`src/rtl/ram_stream_reader_pkg.sv`:
```
// Shared FSM state type and output buffer depth for ram_stream_reader.
package ram_stream_reader_pkg;

  typedef enum logic [1:0] {
    ST_IDLE = 2'd0,
    ST_RUN  = 2'd1,
    ST_DONE = 2'd2
  } state_t;

  localparam int unsigned BUF_DEPTH = 2;

endpackage

```
`src/rtl/ram_stream_reader_skid_fifo.sv`:
```
// Two-entry output buffer; the head register drives the stream directly.
module stream_skid_fifo
  import ram_stream_reader_pkg::*;
#(
  parameter int unsigned WIDTH = 8
) (
  input  logic             clk,
  input  logic             reset_n,
  input  logic             i_push,
  input  logic [WIDTH-1:0] i_data,
  input  logic             i_pop,
  output logic [WIDTH-1:0] o_head,
  output logic [1:0]       o_count
);

  logic [WIDTH-1:0] r_head;
  logic [WIDTH-1:0] r_tail;
  logic [1:0]       r_count;

  always_ff @(posedge clk or negedge reset_n) begin
    if (!reset_n) begin
      r_head  <= '0;
      r_tail  <= '0;
      r_count <= '0;
    end else if (r_count == 2'd0) begin
      if (i_push) begin
        r_head  <= i_data;
        r_count <= 2'd1;
      end
    end else if (r_count == 2'd1) begin
      if (i_push && i_pop) begin
        r_head <= i_data;
      end else if (i_push) begin
        r_tail  <= i_data;
        r_count <= 2'(BUF_DEPTH);
      end else if (i_pop) begin
        r_count <= 2'd0;
      end
    end else if (i_pop) begin
      // Full: tail moves to head; a simultaneous push refills the tail.
      r_head <= r_tail;
      if (i_push) r_tail <= i_data;
      else        r_count <= 2'd1;
    end
  end

  assign o_head  = r_head;
  assign o_count = r_count;

endmodule

```
`src/rtl/ram_stream_reader.sv`:
```
// Streams a block of words out of a sync-read RAM as a valid/ready stream.
// Optional m_last output enabled by defining RAM_STREAM_LAST_EN.
module ram_stream_reader #(
  parameter int unsigned DATA_WIDTH = 8,
  parameter int unsigned ADDR_WIDTH = 12,
  parameter int unsigned LEN_WIDTH  = ADDR_WIDTH + 1
) (
  input  logic                  clk,
  input  logic                  reset_n,
  input  logic                  start,
  input  logic [ADDR_WIDTH-1:0] start_addr,
  input  logic [LEN_WIDTH-1:0]  length,
  output logic                  busy,
  output logic                  done,
  output logic [ADDR_WIDTH-1:0] ram_addr_r,
  input  logic [DATA_WIDTH-1:0] ram_data,
  output logic [DATA_WIDTH-1:0] m_data,
  output logic                  m_valid,
`ifdef RAM_STREAM_LAST_EN
  output logic                  m_last,
`endif
  input  logic                  m_ready
);

  import ram_stream_reader_pkg::*;

`ifdef RAM_STREAM_LAST_EN
  localparam int unsigned FW = DATA_WIDTH + 1;
`else
  localparam int unsigned FW = DATA_WIDTH;
`endif

  state_t                r_state;
  state_t                w_next;
  logic [ADDR_WIDTH-1:0] r_ram_addr;
  logic [LEN_WIDTH-1:0]  r_len;
  logic [LEN_WIDTH-1:0]  r_issued;
  logic [LEN_WIDTH-1:0]  r_beats;
  logic                  r_inflight;
  logic [1:0]            w_count;
  logic [2:0]            w_occ;
  logic [FW-1:0]         w_push_data;
  logic [FW-1:0]         w_head;
  logic                  w_accept;
  logic                  w_beat;
  logic                  w_last_beat;
  logic                  w_issue;

  assign w_accept    = (r_state == ST_IDLE) && start;
  assign m_valid     = (w_count != 2'd0);
  assign w_beat      = m_valid && m_ready;
  assign w_last_beat = w_beat && ((r_beats + LEN_WIDTH'(1)) == r_len);
  // Buffer occupancy after this cycle's push/pop; at most one extra read may be outstanding.
  assign w_occ       = 3'(w_count) + 3'(r_inflight) - 3'(w_beat);
  assign w_issue     = (r_state == ST_RUN) && (r_issued < r_len) && (w_occ < 3'd2);

  always_ff @(posedge clk or negedge reset_n) begin
    if (!reset_n) r_state <= ST_IDLE;
    else          r_state <= w_next;
  end

  always_comb begin
    w_next = r_state;
    unique case (r_state)
      ST_IDLE: if (start) w_next = (length == '0) ? ST_DONE : ST_RUN;
      ST_RUN:  if (w_last_beat) w_next = ST_DONE;
      ST_DONE: w_next = ST_IDLE;
      default: w_next = ST_IDLE;
    endcase
  end

  always_comb begin
    busy = (r_state != ST_IDLE);
    done = (r_state == ST_DONE);
  end

  // ram_addr_r is preloaded on accept; an issue is the edge at which the RAM samples it.
  always_ff @(posedge clk or negedge reset_n) begin
    if (!reset_n) begin
      r_ram_addr <= '0;
      r_len      <= '0;
      r_issued   <= '0;
      r_beats    <= '0;
      r_inflight <= 1'b0;
    end else begin
      r_inflight <= w_issue;
      if (w_accept) begin
        r_ram_addr <= start_addr;
        r_len      <= length;
        r_issued   <= '0;
        r_beats    <= '0;
      end else begin
        if (w_issue) begin
          r_ram_addr <= r_ram_addr + ADDR_WIDTH'(1);
          r_issued   <= r_issued + LEN_WIDTH'(1);
        end
        if (w_beat) r_beats <= r_beats + LEN_WIDTH'(1);
      end
    end
  end

  assign ram_addr_r = r_ram_addr;

`ifdef RAM_STREAM_LAST_EN
  logic r_inflight_last;

  always_ff @(posedge clk or negedge reset_n) begin
    if (!reset_n) r_inflight_last <= 1'b0;
    else          r_inflight_last <= w_issue && ((r_issued + LEN_WIDTH'(1)) == r_len);
  end

  assign w_push_data = {r_inflight_last, ram_data};
  assign m_last      = m_valid && w_head[DATA_WIDTH];
`else
  assign w_push_data = ram_data;
`endif

  stream_skid_fifo #(
    .WIDTH(FW)
  ) u_fifo (
    .clk    (clk),
    .reset_n(reset_n),
    .i_push (r_inflight),
    .i_data (w_push_data),
    .i_pop  (w_beat),
    .o_head (w_head),
    .o_count(w_count)
  );

  assign m_data = w_head[DATA_WIDTH-1:0];

endmodule

```
`config.mk`:
```
export PLATFORM = sky130hd
export DESIGN_NAME = ram_stream_reader
export DESIGN_NICKNAME = d
export VERILOG_FILES = /design/src/rtl/ram_stream_reader_pkg.sv /design/src/rtl/ram_stream_reader_skid_fifo.sv /design/src/rtl/ram_stream_reader.sv
export SDC_FILE = /design/constraint.sdc
export NUM_CORES = 1
export LEC_CHECK = 0
export BUFFER_PORTS_ARGS = -buffer_cell sky130_fd_sc_hd__buf_2
export CELL_PAD_IN_SITES_DETAIL_PLACEMENT = 0
export CELL_PAD_IN_SITES_GLOBAL_PLACEMENT = 1
export CORE_ASPECT_RATIO = 0.5
export CORE_MARGIN = 2
export CORE_UTILIZATION = 48
export DETAILED_ROUTE_END_ITERATION = 6
export PLACE_DENSITY_LB_ADDON = 0.1
export SYNTH_ARGS = -nofsm -noshare
export SYNTH_HDL_FRONTEND = slang
export SYNTH_HIERARCHICAL = 1
export SYNTH_SLANG_ARGS = --single-unit
```
`constraint.sdc`:
```
create_clock -name clk -period 9.7 [get_ports clk]
set_input_delay 0.485 -clock clk [delete_from_list [all_inputs] [get_ports clk]]
set_output_delay 0.485 -clock clk [all_outputs]
set_load 0.005 [all_outputs]
```
==> metrics.yaml, run 1 <==
outcome:
  status: "finished clean"
critical_path:
  path_class: "flip-flop to flip-flop"
  crit_arrival_ns: 4.39
  cp_max_fo: 23
  cp.required_ns: 9.95
  critPathLaunchType: "flip-flop"
  critPathCaptureType: "flip-flop"
clocking:
  h-tree-depth: 3
  root_buffer: "clkbuf_16"
  clock_sinks: 72
  cts_resized: 0
  path_clk_slew_ns: 0.06
  cts_setup_buffers: 0
  cts_tree: "yes"
  clk_latency_ns: 0.33
  cts_made_buffers: 9
  hold_buffers: 0
  clockBufferDepth: 2
die:
  die_width_um: 140
  chipHeight_um: 72.0
  start_util_pct: 50.1
  design.core.area_mm2: 0.00886
  dieArea_mm2: 0.0101
  ios: 60
  std_cell_rows: 24
synth:
  synth_edf_count: 0
  syn_nets: 542
  synth_flop_cell: "dfrtp_1"
  async_flop_share_pct: 100
  syn-cell-area_mm2: 0.00444
  ys_types: 54
  seq_area_frac_synth_pct: 40.6
  synth_seq_cells: 72
  yosysWarnings: 6
  synth_cells: 488
  avgSynthCellArea_um2: 9.10
global_route:
  use_met1_pct: 33.9
  overflow: 0
  grt_pass1_vias: 3585
  grt_use_total_pct: 22.6
  met2_usage_pct: 33.6
  grt_start_max_net_pins: 73
  grt_antenna_before_repair: 0
  met3_usage_pct: 5.68
  grt_pass1_wl_mm: 18.1
  top_usage_layer: "met1"
finish:
  drive_above_1_share_pct: 19.1
  mostFrequentLayoutCells: "dfrtp_1 (72), buf_2 (58), nand2_1 (50)"
  final_nets: 587
  fin_area_mm2: 0.00507
  syn_to_final_growth_pct: 14.1
  antenna-diode-count: 0
  mostFrequentLayoutCell: "dfrtp_1"
timing:
  finClkSkew_ns: 0.00447
  fmax_ghz: 0.242
  finalCriticalPeriod_ns: 4.14
  slew_viol_final: 0
  setup_viol: 0
  min_period_over_period_pct: 42.7
  slew_headroom_pct: 31.8
  worst_slew_pin_slew_ns: 1.02
  tns_ns: 0
  rsz0062_at_grt: "false"
  hold_viol: 0
place:
  port_buffers: 59
  hpwl_mm: 7.54
  placed_area_mm2: 0.00475
  gp_congestion: 0.797
power:
  power_frac_seq_pct: 35.7
  netSwitchingFraction_pct: 37.2
  combPwrFrac_pct: 38.0
  switching_power_mw: 0.499
  ir_drop_uv: 135
  p_int_mw: 0.842
  clock_power_share_pct: 26.3
  leakage_nw: 2.21
  power.density_mw_per_mm2: 265
drt:
  dr.pass1.iters: 6
  viasPerCell: 5.67
  drtIter0Drc: 227
  wl_per_cell_um: 16.2
  route.detailed.drc: 0
  via_count: 3713
  finalWirelength_mm: 10.6
  ant_nets: 0
run:
  maxCapViolCount: 0
worst_hold_path:
  hp-class: "input pin to async pin"
==> layout make-up <==
| cell class | instances | area, µm² |
|---|---|---|
| clock inverter | 6 | 83.8 |
| timing repair buffer | 60 | 305 |
| tap | 117 | 146 |
| multi-input combinational | 363 | 2400 |
| clock buffer | 10 | 229 |
| sequential | 72 | 1800 |
| fill | 815 | 3790 |
| inverter | 27 | 101 |
==> Yosys cell counts, types with 3 or more instances <==
| library cell | instances | area share, % |
|---|---|---|
| xor2_1 | 7 | 1.4 |
| nand2b_1 | 8 | 1.1 |
| or3_1 | 12 | 1.7 |
| o22ai_1 | 8 | 1.1 |
| buf_6 | 4 | 1.0 |
| nor2_1 | 37 | 3.1 |
| clkbuf_1 | 11 | 0.93 |
| a31oi_1 | 9 | 1.3 |
| o211ai_1 | 6 | 1.0 |
| ha_1 | 16 | 4.5 |
| inv_1 | 27 | 2.3 |
| a211oi_1 | 10 | 1.7 |
| mux2_4 | 8 | 2.7 |
| buf_2 | 7 | 0.79 |
| nor2b_1 | 4 | 0.56 |
| nor3b_1 | 3 | 0.51 |
| dfrtp_1 | 72 | 41 |
| or4_1 | 9 | 1.5 |
| a21oi_1 | 26 | 2.9 |
| o31ai_1 | 9 | 1.5 |
| nand3_1 | 13 | 1.5 |
| xnor2_1 | 25 | 4.9 |
| a2111oi_0 | 3 | 0.59 |
| nor4_1 | 4 | 0.56 |
| mux2_2 | 9 | 2.3 |
| o21ai_0 | 34 | 3.8 |
| nand2_1 | 50 | 4.2 |
| nor3_1 | 12 | 1.4 |
| or2_2 | 4 | 0.56 |
| nand4_1 | 9 | 1.3 |
==> logic make-up after synthesis <==
group | after synthesis | share of synthesized area [%]
XOR/XNOR | 32 | 6.31
AND/OR/NAND/NOR | 173 | 19.4
AO/OA/AOI/OAI | 122 | 17.9
buffers and inverters | 53 | 5.41
flip-flops | 72 | 40.6
multiplexers | 19 | 5.44
adder cells (fa/ha/maj) | 17 | 4.96
==> per-layer routing <==
metal / share of wire, % / routed length (µm)
met5: 0 / 0
met2: 42 / 4430
met4: 1.0 / 106
met3: 4.4 / 465
met1: 53 / 5630
==> final timing paths <==
kind	startpoint	end	slack, ns	cells after the start
worst max-delay path	u_fifo/o_count[1]	ram_addr_r[7]	5.56	12
worst min-delay path	reset_n	r_beats[12]	0.29	1
worst max register to register	u_fifo/o_count[1]	ram_addr_r[7]	5.56	12
worst min register to register	u_fifo/o_head[2]	u_fifo/o_head[2]	0.51	1
max in group asynchronous	reset_n	r_issued[1]	8.80	1
min in group clk	start_addr[3]	ram_addr_r[3]	0.37	3
==> sequential cells by signal, indices dropped and copies added, names as in the netlist <==
name	flops
r_beats	13
r_inflight	1
r_issued	13
r_len	13
r_state	2
ram_addr_r	12
u_fifo/o_count	2
u_fifo/o_head	8
u_fifo/r_tail	8
==> power groups by stage <==
| stage | sequential (mW) | clock (mW) | combinational [mW] |
|---|---|---|---|
| global route | 0.497 | 0.373 | 0.571 |
| floorplan | 0.438 | 0 | 0.445 |
| CTS | 0.478 | 0.356 | 0.514 |
| finish | 0.479 | 0.353 | 0.510 |
| detailed placement | 0.482 | 0 | 0.509 |
| global placement | 0.480 | 0 | 0.499 |
==> through the flow <==
stage,cells,total power [mW],setup slack [ns],utilization (%),hold WS [ns]
2_1_floorplan,488,0.884,6.44,-,0.189
3_3_place_gp,639,0.979,5.70,53.7,0.486
3_5_place_dp,639,0.991,5.59,53.7,0.488
4_1_cts,655,1.35,5.54,57.2,0.327
5_1_grt,655,1.44,5.20,57.2,0.363
6_report,655,1.34,5.56,57.2,0.288
==> critical path, stage by stage, from the launching register on <==
cell       delay [ns]
dfrtp_1          0.75
o21ai_0          0.15
buf_4            0.20
inv_1            0.32
ha_1             0.31
nor2b_1          0.14
fa_1             0.41
or2_2            0.30
a2111oi_4        0.25
o211a_4          0.23
o21ai_2          0.22
or4_1            0.57
a31oi_1          0.20
No activity file was read; power rests on OpenSTA's default activity.
==> run 2: changes to the inputs <==
Settings changed: ABC_AREA from default to 1, CORE_UTILIZATION 48 to 42.
Clock period 9.7 ns to 4.33 ns, I/O delays scaled along.
==> run 2 against run 1 <==
Core utilization shrank 7.3 points. Routed wire length grew 1.4%. Clock power grew 120%. First-iteration DRC count grew 16%. Fmax grew 16%. Synthesized cell count grew 25%. Count of clock-buffer cells in the layout grew 3. Largest cell class unchanged.
==> metrics.yaml, run 2 <==
synth:
  async_flop_share_pct: 100
  synthTopCellsByArea: "dfrtp_1 (41%), nand2_1 (20%), nand3_1 (6.9%)"
  synth_edf_count: 0
  ys_types: 36
  syn-cell-area_mm2: 0.00441
  syn_nets: 663
  netlist.area_leader.share_pct: 40.9
  synth_cells: 609
  synth_flop_cell: "dfrtp_1"
  synth_common_cells: "nand2_1 (234), dfrtp_1 (72), nand3_1 (61)"
  seq_area_frac_synth_pct: 40.9
  synth_seq_cells: 72
  yosysWarnings: 6
  avgSynthCellArea_um2: 7.23
  synth_largest_area_cell: "dfrtp_1"
  synth.most_common_cell: "nand2_1"
timing:
  finalCriticalPeriod_ns: 3.56
  slew_headroom_pct: 36.4
  rsz0062_at_grt: "false"
  min_period_over_period_pct: 82.3
  slew_viol_final: 0
  hold_viol: 0
  finClkSkew_ns: 0.00861
  setup_viol: 0
  worst_slew_pin_slew_ns: 0.954
  tns_ns: 0
  fmax_ghz: 0.281
worst_hold_path:
  hp-class: "input pin to async pin"
die:
  chipHeight_um: 76.4
  design.core.area_mm2: 0.0102
  ios: 60
  start_util_pct: 43.1
  std_cell_rows: 26
  dieArea_mm2: 0.0114
  die_width_um: 149
clocking:
  clk_latency_ns: 0.34
  hold_buffers: 0
  cts_made_buffers: 9
  h-tree-depth: 3
  path_clk_slew_ns: 0.06
  clock_sinks: 72
  cts_tree: "yes"
  cts_resized: 0
  cts_setup_buffers: 0
  clockBufferDepth: 2
  root_buffer: "clkbuf_16"
power:
  leakage_nw: 2.62
  power.density_mw_per_mm2: 635
  ir_drop_uv: 248
drt:
  ant_nets: 0
  viasPerCell: 4.89
  finalWirelength_mm: 10.8
  via_count: 3965
  dr.pass1.iters: 5
  drtIter0Drc: 263
  route.detailed.drc: 0
  wl_per_cell_um: 13.3
critical_path:
  ff2ff_setup_slack_ns: 0.77
  path_class: "flip-flop to flip-flop"
  regToRegStartpoint: "u_fifo/o_count[1]"
  reg2reg_to: "ram_addr_r[9]"
  cp_max_fo: 28
  cp.required_ns: 4.59
  critPathCaptureType: "flip-flop"
  reg2regPathDepth: 13
  critPathLaunchType: "flip-flop"
  crit_arrival_ns: 3.82
finish:
  top_regs: "r_beats: 13 flops, r_issued: 13 flops, r_len: 13 flops"
  stdcell_count: 811
  mostFrequentLayoutCells: "nand2_1 (234), dfrtp_1 (72), nand3_1 (61)"
  final_nets: 720
  mostFrequentLayoutCell: "nand2_1"
  drive_above_1_share_pct: 13.9
  antenna-diode-count: 0
  syn_to_final_growth_pct: 15.8
global_route:
  grt_start_max_net_pins: 73
  met2_usage_pct: 32.9
  grt_use_total_pct: 20.2
  overflow: 0
  use_met1_pct: 27.3
  top_usage_layer: "met2"
  grt_antenna_before_repair: 0
  met3_usage_pct: 4.97
  grt_pass1_wl_mm: 18.3
  grt_pass1_vias: 3815
outcome:
  status: "finished clean"
place:
  port_buffers: 59
  hpwl_mm: 7.73
  gp_congestion: 0.816
  dp_cells: 795
run:
  maxCapViolCount: 0
[run 2: changes by cell type in the layout (fill, tap and decap cells not counted), moves of 11 or more]
cell     before  now
nand2_1      50  234
nand3_1      13   61
inv_1        27   56
a21oi_1      26    5
xnor2_1      25    5
or3_1        12    0
o21ai_1       0   11
[run 2: kinds of logic (layout without fill, tap and decap cells)]
logic type / Yosys count / in the layout / synth area share [%]
XOR/XNOR: 22 / 22 / 4.71
AO/OA/AOI/OAI: 58 / 58 / 7.73
flip-flops: 72 / 72 / 40.9
AND/OR/NAND/NOR: 367 / 367 / 34.7
buffers and inverters: 73 / 135 / 6.93
adder cells (fa/ha/maj): 17 / 17 / 5.00
[run 2: how the worst max path moves through the flow]
stage                           start       endpoint  slack (ns)  cells past startpoint
floorplan           u_fifo/o_count[1]  ram_addr_r[2]        1.71                     14
global placement    u_fifo/o_count[1]  ram_addr_r[9]        0.91                     13
detailed placement  u_fifo/o_count[1]  ram_addr_r[7]        0.76                     13
CTS                 u_fifo/o_count[1]  ram_addr_r[7]        0.74                     13
global route        u_fifo/o_count[1]  ram_addr_r[7]        0.35                     13
finish              u_fifo/o_count[1]  ram_addr_r[9]        0.77                     13
[run 2: final cells by class]
cell class / count / area (µm²)
timing repair buffer: 60 / 305
tap: 140 / 175
sequential: 72 / 1800
clock inverter: 3 / 40.0
clock buffer: 13 / 260
multi-input combinational: 464 / 2300
fill: 1081 / 5110
inverter: 59 / 221
[run 2: where the power goes]
group	total [mW]	internal, mW	leakage, nW	switching, mW
Combinational	1.35	0.476	1.54	0.879
Sequential	1.12	0.906	0.933	0.215
Clock	0.763	0.476	0.150	0.286
Total	3.24	1.86	2.62	1.38
[run 2: metal layers]
| metal | up-vias | part of all wire, % |
|---|---|---|
| met5 | - | 0 |
| li1 | 2063 | - |
| met1 | 1826 | 50 |
| met3 | 10 | 4.2 |
| met2 | 66 | 45 |
| met4 | 0 | 1.1 |
[run 2: metrics by stage]
stage | hold WS (ns) | total power [mW] | setup WS [ns] | area (µm²) | utilization, %
final | 0.0173 | 3.24 | 0.768 | 5100 | 50.0
after global routing | 0.103 | 3.55 | 0.349 | 5100 | 50.0
after CTS | 0.0791 | 3.28 | 0.742 | 5100 | 50.0
after detailed placement | 0.438 | 2.50 | 0.760 | 4800 | 47.0
after global placement | 0.431 | 2.48 | 0.913 | 4800 | 47.0
after floorplan | -0.0791 | 2.12 | 1.71 | 4410 | -
[run 2: worst max-delay path, cell delays in order, from the launching register on]
cell and delay (ns):
dfrtp_1 0.70, inv_1 0.16, nand2_1 0.12, nand2_1 0.15, inv_1 0.25, ha_1 0.28
nor2_1 0.15, fa_1 0.47, nor3_1 0.19, o2111a_1 0.21, nand2_2 0.24, nand2_4 0.36
nand2_1 0.12, o21ai_2 0.07
==> run 3: changes to the inputs <==
Clock period 4.33 ns to 3.3 ns, I/O delays scaled along.
==> run 3 against run 2 <==
The run now ends with hold timing left. Global-route usage up 0.56 points. Register-to-register slack worse by 0.42 ns. Fmax up 21%. First-iteration DRC count up 2.7%. Core utilization down 0.23 points. Count of clock-buffer cells in the layout down 1. Combinational power up 35%. Worst hold slack worse by 0.042 ns. Routed wire length down 0.76%. Clock power up 16%.
==> metrics.yaml, run 3 (synthesis results as in run 2) <==
clocking:
  h-tree-depth: 3
  root_buffer: "clkbuf_16"
  cts_tree: "yes"
  clock_sinks: 72
  clk_latency_ns: 0.33
  clockBufferDepth: 2
  cts_resized: 0
  hold_buffers: 0
  cts_made_buffers: 9
  cts_setup_buffers: 0
  path_clk_slew_ns: 0.06
critical_path:
  crit_start: "u_fifo/o_count[0]"
  regToRegStartpoint: "u_fifo/o_count[0]"
  worst_path_dominant_cell_family: "simple AND/OR/NAND/NOR gates"
  critPathMaxStageDelay_ns: 0.46
  path_class: "flip-flop to flip-flop"
  cp_max_fo: 28
  critPathBufInv: 2
  critPathLaunchType: "flip-flop"
  path_cells: "inv_1, nand2_1, nand2_1, inv_1, ha_1, nor2_1, fa_1, nor3_1, o2111a_1, nand2_2, nand2_4, nand2_1, o21ai_1"
  cpMaxStageDelayCell: "fa_1"
  cpMostUsedCell: "nand2_1"
  cp.required_ns: 3.56
  critPathCaptureType: "flip-flop"
  crit_arrival_ns: 3.21
timing:
  fmax_ghz: 0.338
  slew_viol_final: 0
  tns_ns: 0
  hold_ws_ns: -0.0246
  slew_headroom_pct: 36.3
  finClkSkew_ns: 0.00467
  finalCriticalPeriod_ns: 2.95
  setup_viol: 0
  worst_slew_pin_slew_ns: 0.955
  hold_viol: 26
  rsz0062_at_grt: "false"
  min_period_over_period_pct: 89.5
die:
  std_cell_rows: 26
  dieArea_mm2: 0.0114
  design.core.area_mm2: 0.0102
  ios: 60
  die_width_um: 149
  chipHeight_um: 76.4
  start_util_pct: 43.1
power:
  fin_total_pwr_mw: 4.15
  power.density_mw_per_mm2: 818
  leakage_nw: 2.61
  ir_drop_uv: 251
finish:
  n_fill_cell: 1038
  multiInputGateArea_mm2: 0.00230
  antenna-diode-count: 0
  final_nets: 722
  top_regs: "r_beats: 13 flops, r_issued: 13 flops, r_len: 13 flops"
  regArea_mm2: 0.00180
  mostFrequentLayoutCells: "nand2_1 (234), dfrtp_1 (72), nand3_1 (61)"
  drive_above_1_share_pct: 13.9
  syn_to_final_growth_pct: 15.3
  stdcell_count: 810
  mostFrequentLayoutCell: "nand2_1"
  final_util_pct: 49.7
run:
  maxCapViolCount: 0
drt:
  wl_per_cell_um: 13.2
  route.detailed.drc: 0
  viasPerCell: 4.90
  drtIter0Drc: 270
  dr.pass1.iters: 4
  ant_nets: 0
  finalWirelength_mm: 10.7
  via_count: 3972
place:
  gp_congestion: 0.794
  dp_cells: 797
  hpwl_mm: 7.65
  port_buffers: 59
global_route:
  overflow: 0
  grt_use_total_pct: 20.7
  grt_pass1_vias: 3923
  grt_antenna_before_repair: 0
  grt_start_max_net_pins: 73
  grt_pass1_wl_mm: 18.9
outcome:
  status: "finished, violations left"
  violations: "hold timing"
worst_hold_path:
  hp-class: "input pin to async pin"
==> run 3: changes by cell type in the layout (fill, tap and decap cells not counted) <==
cell | previous run | this run
buf_4 | 2 | 4
bufinv_16 | 1 | 0
clkbuf_1 | 2 | 1
clkinv_2 | 2 | 1
==> run 3: worst reg2reg max path, delay by kind of cell (launching register included) <==
| family | cells | cell delay (ns) |
|---|---|---|
| AOI/OAI and AO/OA | 2 | 0.30 |
| adders and majority gates | 2 | 0.74 |
| and+or+nand+nor | 7 | 1.17 |
| DFF | 1 | 0.38 |
| buffers and inverters | 2 | 0.28 |
==> run 3: through the flow <==
stage	hold slack, ns	area [µm²]	setup slack (ns)
final	-0.0246	5080	0.345
after global routing	0.0563	5080	0.0530
after CTS	0.0288	5080	0.339
after detailed placement	0.389	4820	0.366
after global placement	0.376	4820	0.439
after floorplan	-0.131	4410	0.683
==> run 3: path summary, 6_finish.rpt <==
kind / end / slack, ns / cells after the start
hold reg to reg: u_fifo/r_tail[3] / 0.47 / 2
setup reg to reg: ram_addr_r[5] / 0.35 / 13
max in group asynchronous: r_issued[12] / 2.70 / 1
hold / removal: u_fifo/o_head[1] / -0.02 / 1
min in group clk: r_len[2] / 0.06 / 3
setup / recovery: ram_addr_r[5] / 0.35 / 13
==> run 3: power by group <==
group	leakage, nW	total (mW)	internal, mW	switching (mW)
combinational	1.55	1.82	0.638	1.19
sequential	0.933	1.44	1.19	0.252
clock	0.130	0.886	0.536	0.350
total	2.61	4.15	2.36	1.79
==> run 3: layout make-up <==
class,instances,area share (%)
Clock inverter,1,0.0985
Inverter,59,4.36
Sequential cell,72,35.5
Timing Repair Buffer,62,6.31
Multi-Input combinational cell,464,45.3
Tap cell,140,3.45
Clock buffer,12,5.05
==> run 3: metal layers <==
layer  track usage, %  wire (µm)  vias up
li1                 -          -     2071
met1             27.9       5200     1818
met2             34.4       4900       75
met3             5.15        516        8
met4             3.71         81        0
met5                0          0        -
